### src/rtl/cpu_run_ctrl.sv
// cpu_run_ctrl: sequences CPU reset and program load, then gates CPU progress
// in free-run, single-step, run-to-breakpoint or cycle-budget mode, and
// generates a periodic acknowledgeable interrupt.
//
// state  | meaning
// -------+-------------------------------------------------------------
// IDLE   | CPU held in reset, waiting for start
// LOAD   | CPU in reset with program_selector driven, LOAD_CYCLES long
// RUN    | CPU enabled every cycle until a halt condition
// STEP   | CPU enabled for one cycle per accepted step pulse
// HALT   | CPU frozen, waiting for start (reload) or resume
module cpu_run_ctrl #(
  parameter int PC_WIDTH    = 32,
  parameter int SEL_WIDTH   = 2,
  parameter int NUM_BKPT    = 2,
  parameter int CYC_WIDTH   = 32,
  parameter int LOAD_CYCLES = 2
) (
  input  logic                         clock_i,
  input  logic                         reset_n_i,
  input  logic                         start_i,
  input  logic                         resume_i,
  input  logic [SEL_WIDTH-1:0]         prog_sel_i,
  input  logic [1:0]                   mode_i,
  input  logic                         step_i,
  input  logic                         halt_req_i,
  input  logic [NUM_BKPT-1:0]          bkpt_en_i,
  input  logic [NUM_BKPT*PC_WIDTH-1:0] bkpt_addr_i,
  input  logic [CYC_WIDTH-1:0]         budget_i,
  input  logic [CYC_WIDTH-1:0]         irq_period_i,
  input  logic                         irq_ack_i,
  input  logic [PC_WIDTH-1:0]          pc_i,
  output logic                         cpu_reset_o,
  output logic                         cpu_en_o,
  output logic [31:0]                  program_selector_o,
  output logic                         irq_o,
  output logic [2:0]                   state_o,
  output logic                         halted_o,
  output logic [1:0]                   halt_cause_o,
  output logic [CYC_WIDTH-1:0]         cycle_count_o
);

  typedef enum logic [2:0] {
    S_IDLE = 3'd0,
    S_LOAD = 3'd1,
    S_RUN  = 3'd2,
    S_STEP = 3'd3,
    S_HALT = 3'd4
  } state_e;

  localparam logic [1:0] MODE_STEP    = 2'd1;
  localparam logic [1:0] MODE_BKPT    = 2'd2;
  localparam logic [1:0] MODE_BUDGET  = 2'd3;
  localparam logic [1:0] CAUSE_REQ    = 2'd0;
  localparam logic [1:0] CAUSE_BKPT   = 2'd1;
  localparam logic [1:0] CAUSE_BUDGET = 2'd2;

  localparam int LCW = (LOAD_CYCLES > 1) ? $clog2(LOAD_CYCLES) : 1;
  localparam logic [LCW-1:0] LOAD_LAST = LCW'(LOAD_CYCLES - 1);

  state_e                 state_q, state_d;
  logic [1:0]             mode_q, mode_d;
  logic [SEL_WIDTH-1:0]   sel_q, sel_d;
  logic [LCW-1:0]         load_cnt_q, load_cnt_d;
  logic [1:0]             cause_q, cause_d;
  logic                   skip_bkpt_q, skip_bkpt_d;
  logic                   step_flag_q, step_flag_d;
  logic                   cpu_reset_q;
  logic                   halted_q;
  logic [31:0]            prog_out_q, prog_out_d;
  logic [SEL_WIDTH:0]     sel_inc;
  logic [CYC_WIDTH-1:0]   cycle_count_q;
  logic [CYC_WIDTH-1:0]   irq_tmr_q, irq_tmr_inc;
  logic                   irq_q;

  logic                   accept_start;
  logic                   clear_cnt;
  logic                   bkpt_hit;
  logic                   halt_bkpt;
  logic                   halt_budget;
  logic                   run_halt;
  logic                   cpu_en;
  logic                   cnt_en;
  logic                   irq_expire;

  // Any enabled comparator whose address equals the current PC.
  always_comb begin
    bkpt_hit = 1'b0;
    for (int i = 0; i < NUM_BKPT; i++) begin
      if (bkpt_en_i[i] && (pc_i == bkpt_addr_i[i*PC_WIDTH +: PC_WIDTH])) begin
        bkpt_hit = 1'b1;
      end
    end
  end

  // The breakpoint check is skipped for one cycle after resume so the CPU can
  // step off the PC it stopped on.
  assign halt_bkpt   = (mode_q == MODE_BKPT) && !skip_bkpt_q && bkpt_hit;
  assign halt_budget = (mode_q == MODE_BUDGET) && (cycle_count_q == budget_i);
  assign run_halt    = halt_req_i || halt_bkpt || halt_budget;

  // CPU enable is combinational so a halting cycle never executes.
  always_comb begin
    cpu_en = 1'b0;
    case (state_q)
      S_LOAD:  cpu_en = 1'b1;
      S_RUN:   cpu_en = !run_halt;
      S_STEP:  cpu_en = step_flag_q && !halt_req_i;
      default: cpu_en = 1'b0;
    endcase
  end

  assign cnt_en       = cpu_en && !cpu_reset_q;
  assign irq_tmr_inc  = irq_tmr_q + {{(CYC_WIDTH-1){1'b0}}, 1'b1};
  assign irq_expire   = cnt_en && (irq_period_i != '0) && (irq_tmr_inc == irq_period_i);
  assign accept_start = start_i && ((state_q == S_IDLE) || (state_q == S_HALT));

  // Next-state and latched-configuration decode.
  always_comb begin
    state_d     = state_q;
    mode_d      = mode_q;
    sel_d       = sel_q;
    load_cnt_d  = load_cnt_q;
    cause_d     = cause_q;
    skip_bkpt_d = skip_bkpt_q;
    step_flag_d = 1'b0;
    clear_cnt   = 1'b0;
    if (accept_start) begin
      state_d     = S_LOAD;
      mode_d      = mode_i;
      sel_d       = prog_sel_i;
      load_cnt_d  = LOAD_LAST;
      skip_bkpt_d = 1'b0;
      clear_cnt   = 1'b1;
    end else begin
      case (state_q)
        S_LOAD: begin
          if (load_cnt_q == '0) begin
            state_d = (mode_q == MODE_STEP) ? S_STEP : S_RUN;
          end else begin
            load_cnt_d = load_cnt_q - {{(LCW-1){1'b0}}, 1'b1};
          end
        end
        S_RUN: begin
          skip_bkpt_d = 1'b0;
          if (run_halt) begin
            state_d = S_HALT;
            if (halt_req_i)     cause_d = CAUSE_REQ;
            else if (halt_bkpt) cause_d = CAUSE_BKPT;
            else                cause_d = CAUSE_BUDGET;
          end
        end
        S_STEP: begin
          if (halt_req_i) begin
            state_d = S_HALT;
            cause_d = CAUSE_REQ;
          end else begin
            // A step sampled while the CPU is already enabled is dropped.
            step_flag_d = step_i && !cpu_en;
          end
        end
        S_HALT: begin
          if (resume_i && !halt_req_i) begin
            mode_d      = mode_i;
            state_d     = (mode_i == MODE_STEP) ? S_STEP : S_RUN;
            skip_bkpt_d = 1'b1;
          end
        end
        default: state_d = state_q;
      endcase
    end
  end

  assign sel_inc    = {1'b0, sel_d} + {{SEL_WIDTH{1'b0}}, 1'b1};
  assign prog_out_d = (state_d == S_LOAD) ? 32'(sel_inc) : 32'd0;

  // FSM state, latched configuration and registered status outputs.
  always_ff @(posedge clock_i or negedge reset_n_i) begin
    if (!reset_n_i) begin
      state_q     <= S_IDLE;
      mode_q      <= 2'd0;
      sel_q       <= '0;
      load_cnt_q  <= '0;
      cause_q     <= CAUSE_REQ;
      skip_bkpt_q <= 1'b0;
      step_flag_q <= 1'b0;
      cpu_reset_q <= 1'b1;
      halted_q    <= 1'b0;
      prog_out_q  <= 32'd0;
    end else begin
      state_q     <= state_d;
      mode_q      <= mode_d;
      sel_q       <= sel_d;
      load_cnt_q  <= load_cnt_d;
      cause_q     <= cause_d;
      skip_bkpt_q <= skip_bkpt_d;
      step_flag_q <= step_flag_d;
      cpu_reset_q <= (state_d == S_IDLE) || (state_d == S_LOAD);
      halted_q    <= (state_d == S_HALT);
      prog_out_q  <= prog_out_d;
    end
  end

  // Saturating cycle counter, IRQ timer and sticky IRQ flag (frozen in HALT).
  always_ff @(posedge clock_i or negedge reset_n_i) begin
    if (!reset_n_i) begin
      cycle_count_q <= '0;
      irq_tmr_q     <= '0;
      irq_q         <= 1'b0;
    end else begin
      if (clear_cnt) begin
        cycle_count_q <= '0;
        irq_tmr_q     <= '0;
      end else if (cnt_en) begin
        if (cycle_count_q != '1) begin
          cycle_count_q <= cycle_count_q + {{(CYC_WIDTH-1){1'b0}}, 1'b1};
        end
        irq_tmr_q <= irq_expire ? '0 : irq_tmr_inc;
      end
      if (irq_expire) begin
        irq_q <= 1'b1;
      end else if (irq_ack_i && (state_q != S_HALT)) begin
        irq_q <= 1'b0;
      end
    end
  end

  assign cpu_reset_o        = cpu_reset_q;
  assign cpu_en_o           = cpu_en;
  assign program_selector_o = prog_out_q;
  assign irq_o              = irq_q;
  assign state_o            = state_q;
  assign halted_o           = halted_q;
  assign halt_cause_o       = cause_q;
  assign cycle_count_o      = cycle_count_q;

endmodule
### config.mk
export PLATFORM = sky130hd
export DESIGN_NAME = cpu_run_ctrl
export DESIGN_NICKNAME = d
export VERILOG_FILES = /design/src/rtl/cpu_run_ctrl.sv
export SDC_FILE = /design/constraint.sdc
export NUM_CORES = 1
export LEC_CHECK = 0
export CAP_MARGIN = 15
export CORE_MARGIN = 3
export CORE_UTILIZATION = 44
export DETAILED_ROUTE_END_ITERATION = 10
export PLACE_DENSITY = 0.9
export SYNTH_ARGS = -nofsm -noshare
export SYNTH_HDL_FRONTEND = slang
export SYNTH_SLANG_ARGS = --single-unit
export TNS_END_PERCENT = 30
### constraint.sdc
create_clock -name clock_i -period 3.7 [get_ports clock_i]
set_clock_uncertainty 0.05 [all_clocks]
set_input_delay 0.925 -clock clock_i [delete_from_list [all_inputs] [get_ports clock_i]]
set_output_delay 0.925 -clock clock_i [all_outputs]
set_load 0.005 [all_outputs]
==> results.py, run 1 <==
metrics = {
    "die": {
        "die_h_um": 133,
        "die_area_mm2": 0.0177,
        "dieWidth_um": 133,
        "coreArea_mm2": 0.0155,
        "core.rowCount": 45,
        "start_util_pct": 45.9,
        "ioPinCount": 246,
    },
    "logic_synthesis": {
        "ys_ff_latch": 82,
        "synth_ff_type": "dfrtp_1",
        "syn_inst": 848,
        "ys_warn_count": 0,
        "syn_area_per_cell_um2": 8.38,
        "synth.distinct_cells": 82,
        "netlist.area_leader.share_pct": 28.5,
        "synth_seq_area_share_pct": 28.9,
        "synth.most_common_cell": "dfrtp_1",
        "synth_edf_count": 0,
        "async_flop_share_pct": 100,
        "netlist_area_mm2": 0.00711,
        "netlist_top_cells_count": "81 x dfrtp_1, 77 x xnor2_1, 73 x xor2_1",
        "synthTopCellsByArea": "dfrtp_1 29%, xnor2_1 9.5%, xor2_1 9.0%",
        "yosysTopAreaCell": "dfrtp_1",
    },
    "run": {
        "drv_cap": 0,
    },
    "drt": {
        "dr_total_vias": 7518,
        "drt_wl_total_um": 25100,
        "ant_nets": 0,
        "first_pass_iters": 5,
        "drtIter0Drc": 847,
        "drc": 0,
        "vias_per_cell": 5.66,
        "routedWlPerCell_um": 18.8,
    },
    "outcome": {
        "violations": "setup timing",
        "status": "finished, violations left",
    },
    "final_layout": {
        "multiInputGateArea_mm2": 0.00477,
        "drive_gt1_share_pct": 14.8,
        "register_area_mm2": 0.00205,
        "nets": 1288,
        "final_area_mm2": 0.0103,
        "syn_to_final_growth_pct": 45.5,
        "nFillCells": 1239,
    },
    "timing": {
        "max_slew_margin_pct": 28.1,
        "final-setup-viol-count": 1,
        "rsz0062_at_grt": "yes",
        "fmax_ghz": 0.269,
        "hold_viol": 0,
        "layout_min_cycle_time_ns": 3.72,
        "slew_viol_final": 0,
        "finalCritPeriodShare_pct": 101,
        "max_slew.worst_pin.slew_ns": 1.08,
        "setup_slack_ns": -0.0225,
    },
    "global_route": {
        "antenna_found_initial": 1,
        "grt_pass1_wl_um": 39100,
        "grt_pass1_vias": 7395,
        "grt_usage_pct": 27.6,
        "grt.overflow.total": 0,
        "grt_max_degree": 83,
    },
    "worst_setup_path": {
        "path_cells": "dlygate4sd2_1 > xor2_1 > nor4_2 > nand4_1 > nor4_4 > a41oi_2 > a21bo_2 > buf_6",
        "startpoint": "budget_i[25]",
        "cp-start-kind": "input pin",
        "crit_buf_inv": 2,
        "crit_arrival_ns": 2.75,
        "critical_path.max_fanout": 2,
        "worstSetupPathType": "in2out",
        "cp.required_ns": 2.72,
        "cp-end-kind": "output pin",
        "max_stage_delay_ns": 0.34,
        "path_delay_family": "simple AND/OR/NAND/NOR gates",
        "reg2reg_from": "irq_tmr_q[0]",
        "worst_path_max_delay_cell": "nor4_4",
    },
    "pwr": {
        "intPower_w": 0.00257,
        "p_per_area_mw_per_mm2": 390,
        "seq_power_share_pct": 28.9,
        "irDropWorstVdd_mv": 0.355,
        "clock_power_share_pct": 24.9,
        "power_w": 0.00404,
        "p_leak_nw": 4.41,
        "p_comb_share_pct": 46.2,
        "swShare_pct": 36.2,
        "p_sw_w": 0.00146,
    },
    "clocking": {
        "cts_root_buf": "clkbuf_16",
        "cts_tree": "done",
        "cts_sinks": 82,
        "htreeDepth": 3,
        "cts_buffer_depth": 2,
        "clk_pin_slew_ns": 0.06,
        "cts_buffers": 9,
        "clock_latency_ns": 0.36,
    },
    "placed_design": {
        "placed_area_mm2": 0.00978,
        "dpl.hpwl_um": 19200,
        "portBuffers": 216,
        "gp_congestion": 0.989,
    },
    "hold_path": {
        "worstHoldStart": "irq_o",
        "hold_path.class": "reg2reg",
    },
}
## final cells by class
| type | count | area share [%] |
|---|---|---|
| multi-input combinational | 697 | 46.1 |
| timing repair buffer | 301 | 27.5 |
| sequential | 82 | 19.9 |
| tap | 211 | 2.55 |
| clock buffer | 11 | 2.35 |
| clock inverter | 5 | 0.823 |
| inverter | 21 | 0.762 |
| antenna | 1 | 0.0242 |
## worst min-delay path, stage by stage, from the launching register on
cell and delay (ns):
dfrtp_1 0.34, nand2_1 0.06, nand2_1 0.05
## cells by family after synthesis
kind of cell,count (synthesis),share of synthesized area (%)
AO/OA/AOI/OAI,139,13.4
flip-flops,82,28.9
buffers and inverters,97,8.17
other,1,0.0528
adder cells (fa/ha/maj),3,0.528
XOR/XNOR,151,18.7
AND/OR/NAND/NOR,369,29.3
multiplexers,6,0.916
## through the flow
step                hold slack [ns]  setup WS, ns  setup TNS, ns  instances  util, %
global route                  0.458        -0.111         -0.204       1329     66.8
floorplan                     0.394         0.537              0        876        -
global placement              0.402        -0.520          -4.31       1301     63.2
finish                        0.427       -0.0225        -0.0225       1329     66.8
CTS                           0.432       0.00159              0       1325     65.8
detailed placement            0.419        -0.596         -11.02       1301     63.2
## placed cells by master, fill, tap and decap left out, types with 5 or more instances in the layout
cell,synthesis,layout
clkdlybuf4s50_1,0,147
dfrtp_1,81,81
buf_4,33,79
xnor2_1,77,77
xor2_1,73,66
nor2_1,61,60
nand2_1,59,59
dlygate4sd2_1,0,54
nand3_1,42,42
nand4_1,34,34
a21oi_1,33,32
nor4_1,41,31
o21ai_0,30,30
conb_1,1,29
nor3_1,28,26
inv_1,21,21
a21o_1,21,21
and3_1,19,19
or3_1,15,15
dlymetal6s2s_1,0,10
nor2b_1,9,9
nor4_2,0,9
clkbuf_16,0,9
nor3b_1,8,8
nand2b_1,7,7
xor2_2,0,7
buf_12,1,7
nor4b_1,6,5
and2_1,5,5
a31oi_1,5,5
and4_1,5,5
## flip-flops by register name, indices dropped and copies added, names as in the netlist
register            flops
state_o                 3
program_selector_o      3
load_cnt_q              1
sel_q                   2
cycle_count_o          32
skip_bkpt_q             1
irq_tmr_q              32
halt_cause_o            2
irq_o                   1
mode_q                  2
halted_o                1
cpu_reset_o             1
step_flag_q             1
## power by group through the flow
| stage | registers [W] | clock network, W | logic [W] |
|---|---|---|---|
| final | 0.00117 | 0.00101 | 0.00186 |
| after global routing | 0.00119 | 0.00105 | 0.00200 |
| after global placement | 0.00117 | 0 | 0.00169 |
| after floorplan | 0.00111 | 0 | 0.000882 |
| after CTS | 0.00116 | 0.00102 | 0.00176 |
| after detailed placement | 0.00117 | 0 | 0.00173 |
## what timing repair did
item                                   in CTS  in global routing
hold buffers                                0                  0
buffers inserted                            9                  3
setup endpoints to repair                   1                 14
pin swaps                                  37                 12
endpoints found under the hold margin       0                  0
gates resized for setup                    76                 28
## layer usage
metal | global-route usage [%] | routed length (um) | vias to the layer above
met4 | 9.64 | 775 | 0
met2 | 46.2 | 12300 | 387
met3 | 4.83 | 1870 | 57
li1 | - | - | 3517
met5 | 0 | 0 | -
met1 | 35.9 | 10100 | 3557
## path summary, 6_finish.rpt
path	slack, ns	to	depth (start not counted)
max	-0.02	cpu_en_o	8
min	0.43	irq_o	2
max reg2reg	0.17	irq_tmr_q[30]	13
min reg2reg	0.43	irq_o	2
max in group asynchronous	2.19	irq_tmr_q[24]	1
min in group asynchronous	0.69	irq_tmr_q[12]	1
Note: power is estimated with default switching activity, not from simulation.
==> run 2, diff against run 1 <==
Settings changed: ABC_AREA from default to 1, PLACE_DENSITY 0.9 to 0.89.
==> results.py, run 2 <==
metrics = {
    "hold_path": {
        "hold_depth": 2,
        "hold_end": "halt_cause_o[0]",
        "hold_path.class": "reg2reg",
        "worstHoldStart": "halt_cause_o[0]",
    },
    "pwr": {
        "p_per_area_mw_per_mm2": 396,
        "irDropWorstVdd_mv": 0.375,
        "power_w": 0.00409,
        "p_leak_nw": 4.96,
    },
    "drt": {
        "drc": 0,
        "routedWlPerCell_um": 14.4,
        "dr_total_vias": 8570,
        "first_pass_iters": 5,
        "drtIter0Drc": 769,
        "vias_per_cell": 5.00,
        "drt_wl_total_um": 24600,
        "ant_nets": 0,
    },
    "logic_synthesis": {
        "synth_seq_area_share_pct": 26.8,
        "synthTopCellsByArea": "dfrtp_1 26%, nand2_1 24%, inv_1 7.9%",
        "ys_warn_count": 0,
        "synth.distinct_cells": 43,
        "yosysTopAreaCell": "dfrtp_1",
        "muxShareOfSynthArea_pct": 0.147,
        "netlist.area_leader.share_pct": 26.5,
        "netlist_top_cells_count": "481 x nand2_1, 161 x inv_1, 159 x nor2_1",
        "synthSimpleGateAreaFrac_pct": 45.0,
        "syn_area_per_cell_um2": 6.04,
        "synth_edf_count": 0,
        "netlist_area_mm2": 0.00765,
        "synth_xor_area_share_pct": 9.46,
        "syn_inst": 1268,
        "synthAdderAreaFrac_pct": 0.490,
        "synth_ff_type": "dfrtp_1",
        "async_flop_share_pct": 100,
        "ys_ff_latch": 82,
        "synth_compound_area_share_pct": 5.05,
        "synth_top_family_by_area": "simple AND/OR/NAND/NOR gates",
        "synth.most_common_cell": "nand2_1",
    },
    "worst_setup_path": {
        "crit_cells": 13,
        "worstRegToRegCells": 13,
        "cp.required_ns": 2.72,
        "cp-end-kind": "output pin",
        "path_cells": "clkdlybuf4s50_1 > inv_2 > nand2_1 > nand2_1 > nor3_2 > nand3_2 > nor2_2 > nand3_1 > nand2_1 > nand2_1 > nand4_1 > nand2_1 > clkbuf_2",
        "critical_path.max_fanout": 4,
        "r2r-end": "irq_tmr_q[24]",
        "worst_path_max_delay_cell": "clkdlybuf4s50_1",
        "crit_arrival_ns": 2.60,
        "path_delay_family": "simple AND/OR/NAND/NOR gates",
        "cp-start-kind": "input pin",
        "max_stage_delay_ns": 0.47,
        "reg2reg_from": "irq_tmr_q[0]",
        "crit_buf_inv": 3,
        "cpMostUsedCell": "nand2_1",
        "worstSetupPathType": "in2out",
        "rrSetupSlack_ns": 0.42,
    },
    "die": {
        "ioPinCount": 246,
        "core.rowCount": 47,
        "coreArea_mm2": 0.0168,
        "dieWidth_um": 138,
        "start_util_pct": 45.5,
        "die_h_um": 138,
        "die_area_mm2": 0.0190,
    },
    "clocking": {
        "cts_sinks": 82,
        "cts_buffer_depth": 2,
        "cts_tree": "done",
        "cts-hold-fix-buffers": 0,
        "cts_root_buf": "clkbuf_16",
        "cts_buffers": 9,
        "clock_latency_ns": 0.35,
        "htreeDepth": 3,
        "clk_pin_slew_ns": 0.06,
    },
    "final_layout": {
        "final_cell_mix": "479 x nand2_1, 214 x clkdlybuf4s50_1, 160 x inv_1",
        "drive_gt1_share_pct": 6.03,
        "syn_to_final_growth_pct": 35.1,
        "nets": 1664,
        "layout_commonest_cell": "nand2_1",
        "antenna_cells": 0,
        "final_area_mm2": 0.0103,
    },
    "outcome": {
        "status": "completed",
    },
    "timing": {
        "hold_viol": 0,
        "fmax_ghz": 0.280,
        "whs_ns": 0.435,
        "final-setup-viol-count": 0,
        "slew_viol_final": 0,
        "max_slew_margin_pct": 26.9,
        "rsz0062_at_grt": "yes",
        "layout_min_cycle_time_ns": 3.57,
        "finalCritPeriodShare_pct": 96.6,
        "max_slew.worst_pin.slew_ns": 1.09,
    },
    "global_route": {
        "grt_pass1_wl_um": 36700,
        "grt_max_degree": 83,
        "grt.overflow.total": 0,
        "grt_usage_pct": 24.3,
        "grt_pass1_vias": 7747,
        "antenna_found_initial": 0,
    },
    "placed_design": {
        "gp_congestion": 0.939,
        "portBuffers": 216,
        "placed_area_mm2": 0.00994,
        "dpl.hpwl_um": 19500,
    },
    "run": {
        "drv_cap": 0,
    },
}
[run 2: how the worst max path moves through the flow]
stage                            endpoint         start
floorplan                        cpu_en_o       pc_i[1]
global placement                 cpu_en_o      pc_i[31]
detailed placement               cpu_en_o  budget_i[15]
CTS                              cpu_en_o       pc_i[1]
global route        program_selector_o[0]      pc_i[25]
finish                           cpu_en_o       pc_i[1]
[run 2: timing repair]
item                                    CTS  global route
pin swaps                                 4             5
buffers inserted                          8             0
endpoints found under the setup margin    1            30
gates resized for setup                   5            10
gates cloned                              0             0
[run 2: cells by family after synthesis]
logic type               after synthesis
buffers and inverters                222
XOR/XNOR                              78
AO/OA/AOI/OAI                         65
adder cells (fa/ha/maj)                3
flip-flops                            82
other                                  1
multiplexers                           1
AND/OR/NAND/NOR                      816
[run 2: worst register-to-register path: stages (launching register included)]
cell,delay (ns)
dfrtp_1,0.46
ha_1,0.32
nand3_1,0.24
inv_1,0.10
nand2_1,0.11
inv_2,0.12
nand4_1,0.16
xor2_1,0.20
or2_1,0.22
nand3b_1,0.09
nor2_2,0.06
a31oi_4,0.83
nand2_1,0.16
nand2_1,0.10
[run 2: report_power, final]
part | internal (W) | switching, W
registers | 0.00107 | 0.000215
clock network | 0.000544 | 0.000389
logic | 0.000805 | 0.00107
total | 0.00242 | 0.00167
[run 2: routing by layer]
metal / wire (um) / global-route usage [%] / up-vias
li1: - / - / 4304
met3: 2110 / 3.92 / 45
met5: 0 / 0 / -
met4: 637 / 8.45 / 0
met2: 12200 / 43.7 / 329
met1: 9620 / 29.4 / 3892
[run 2: through the flow]
stage                     util (%)  setup slack [ns]  std cells  TNS, ns
after global placement        59.1            -0.181       1689    -1.55
after detailed placement      59.1            -0.224       1689    -5.04
after global routing          61.5           -0.0189       1713  -0.0247
final                         61.5             0.126       1713        0
after CTS                     61.3            0.0338       1713        0
after floorplan                  -             0.944       1296        0
[run 2: final cells by class]
cell class                      instances  area [um2]
Fill cell                            1567        6480
Sequential cell                        82        2050
Inverter                              166         623
Clock buffer                           12         246
Multi-Input combinational cell        992        4750
Clock inverter                          4        52.6
Timing Repair Buffer                  237        2340
Tap cell                              220         275
==> run 3, diff against run 2 <==
Settings changed: CORE_UTILIZATION 44 to 48, PLACE_DENSITY 0.89 to 0.95.
==> results.py, run 3 (same netlist as run 2, synthesis figures left out) <==
metrics = {
    "outcome": {
        "status": "completed",
    },
    "clocking": {
        "cts_buffer_depth": 2,
        "htreeDepth": 3,
        "cts_sinks": 82,
        "clock_latency_ns": 0.34,
        "cts_root_buf": "clkbuf_16",
        "cts_buffers": 9,
        "clk_pin_slew_ns": 0.06,
        "cts-hold-fix-buffers": 0,
        "cts_tree": "done",
    },
    "drt": {
        "drt_wl_total_um": 24600,
        "dr_total_vias": 8647,
        "ant_nets": 0,
        "drc": 0,
        "vias_per_cell": 5.10,
        "routedWlPerCell_um": 14.5,
        "first_pass_iters": 5,
        "drtIter0Drc": 704,
    },
    "final_layout": {
        "drive_gt1_share_pct": 5.32,
        "nets": 1656,
        "antenna_cells": 0,
        "layout_commonest_cell": "nand2_1",
        "syn_to_final_growth_pct": 33.6,
        "fin_cells": 1696,
        "final_area_mm2": 0.0102,
        "final_cell_mix": "480 x nand2_1, 211 x clkdlybuf4s50_1, 161 x inv_1",
        "nFillCells": 1356,
    },
    "die": {
        "start_util_pct": 49.6,
        "die_area_mm2": 0.0175,
        "die_h_um": 132,
        "core.rowCount": 45,
        "ioPinCount": 246,
        "dieWidth_um": 132,
        "coreArea_mm2": 0.0154,
    },
    "worst_setup_path": {
        "critical_path.max_fanout": 3,
        "cp-end-kind": "output pin",
        "worstSetupPathType": "in2out",
        "cp.required_ns": 2.72,
        "rrSetupSlack_ns": 0.43,
        "worstRegToRegCells": 13,
        "r2r-end": "irq_tmr_q[16]",
        "reg2reg_from": "irq_tmr_q[0]",
        "crit_arrival_ns": 2.60,
        "cp-start-kind": "input pin",
    },
    "placed_design": {
        "gp_congestion": 0.974,
        "dpl.hpwl_um": 19700,
        "dp.cells": 1679,
        "portBuffers": 216,
        "placed_area_mm2": 0.00993,
    },
    "pwr": {
        "power_w": 0.00402,
        "p_per_area_mw_per_mm2": 393,
        "swShare_pct": 41.6,
        "intPower_w": 0.00235,
        "p_sw_w": 0.00168,
        "seq_power_share_pct": 32.0,
        "p_comb_share_pct": 47.4,
        "clock_power_share_pct": 20.6,
        "p_leak_nw": 4.91,
        "irDropWorstVdd_mv": 0.311,
    },
    "hold_path": {
        "worstHoldStart": "halt_cause_o[0]",
        "hold_path.class": "reg2reg",
        "hold_end": "halt_cause_o[0]",
        "hold_depth": 2,
    },
    "global_route": {
        "grt.overflow.total": 0,
        "antenna_found_initial": 0,
        "grt_pass1_vias": 8158,
        "grt_usage_pct": 26.9,
        "grt_pass1_wl_um": 38900,
        "grt_max_degree": 83,
    },
    "timing": {
        "max_slew_margin_pct": 26.4,
        "finalCritPeriodShare_pct": 96.6,
        "rsz0062_at_grt": "yes",
        "tns_ns": 0,
        "max_slew.worst_pin.slew_ns": 1.10,
        "final-setup-viol-count": 0,
        "whs_ns": 0.426,
        "hold_viol": 0,
        "layout_min_cycle_time_ns": 3.57,
        "slew_viol_final": 0,
        "fmax_ghz": 0.280,
    },
    "run": {
        "drv_cap": 0,
    },
}
==> run 3: critical path, stage by stage <==
cell             delay (ns)
clkdlybuf4s50_1        0.49
inv_1                  0.08
nand2_1                0.07
nand4_1                0.09
nor2_1                 0.11
nand2_1                0.08
nor2_2                 0.15
nand3_1                0.09
nand2_1                0.10
nand2_1                0.08
nand4_1                0.13
nand2_2                0.07
clkbuf_2               0.13
==> run 3: how the worst max path moves through the flow <==
stage | slack, ns | startpoint | to
2_1_floorplan | 0.94 | pc_i[1] | cpu_en_o
3_3_place_gp | -0.17 | budget_i[15] | cpu_en_o
3_5_place_dp | -0.24 | budget_i[15] | cpu_en_o
4_1_cts | 0.01 | pc_i[29] | cpu_en_o
5_1_grt | -0.07 | pc_i[30] | cycle_count_o[4]
6_report | 0.13 | pc_i[25] | cpu_en_o
==> run 3: power groups by stage <==
| stage | Sequential, W | Combinational (W) | Clock [W] |
|---|---|---|---|
| 3_5_place_dp | 0.00130 | 0.00189 | 0 |
| 5_1_grt | 0.00131 | 0.00209 | 0.000878 |
| 6_report | 0.00129 | 0.00191 | 0.000827 |
| 4_1_cts | 0.00128 | 0.00190 | 0.000837 |
| 2_1_floorplan | 0.00123 | 0.00113 | 0 |
| 3_3_place_gp | 0.00129 | 0.00183 | 0 |
==> run 3: through the flow <==
step / util, % / setup slack, ns
after floorplan: - / 0.944
after global placement: 64.3 / -0.174
after detailed placement: 64.3 / -0.237
after CTS: 66.2 / 0.0127
after global routing: 66.3 / -0.0656
final: 66.3 / 0.126
==> run 3: final cells by class <==
class / instances / area (um2) / area share, %
multi-input cells: 992 / 4740 / 46.3
repair buffers: 229 / 2280 / 22.3
flip-flops and latches: 82 / 2050 / 20.1
inverters: 166 / 623 / 6.09
well taps: 211 / 264 / 2.58
clock buffers: 12 / 236 / 2.31
clock inverters: 4 / 28.8 / 0.281
==> run 3: layer usage <==
| metal | vias up | global-route usage [%] | part of all wire, % |
|---|---|---|---|
| met5 | - | 0 | 0 |
| met4 | 0 | 11.5 | 3.2 |
| met3 | 61 | 5.61 | 7.2 |
| met2 | 403 | 46.7 | 49 |
| met1 | 3892 | 32.2 | 40 |
| li1 | 4291 | - | - |
==> run 3: repair_timing <==
item | in CTS | in global routing
gates cloned | 0 | 0
endpoints found under the setup margin | 1 | 21
gates resized for setup | 6 | 8
pin swaps | 0 | 5
setup buffers | 0 | 1
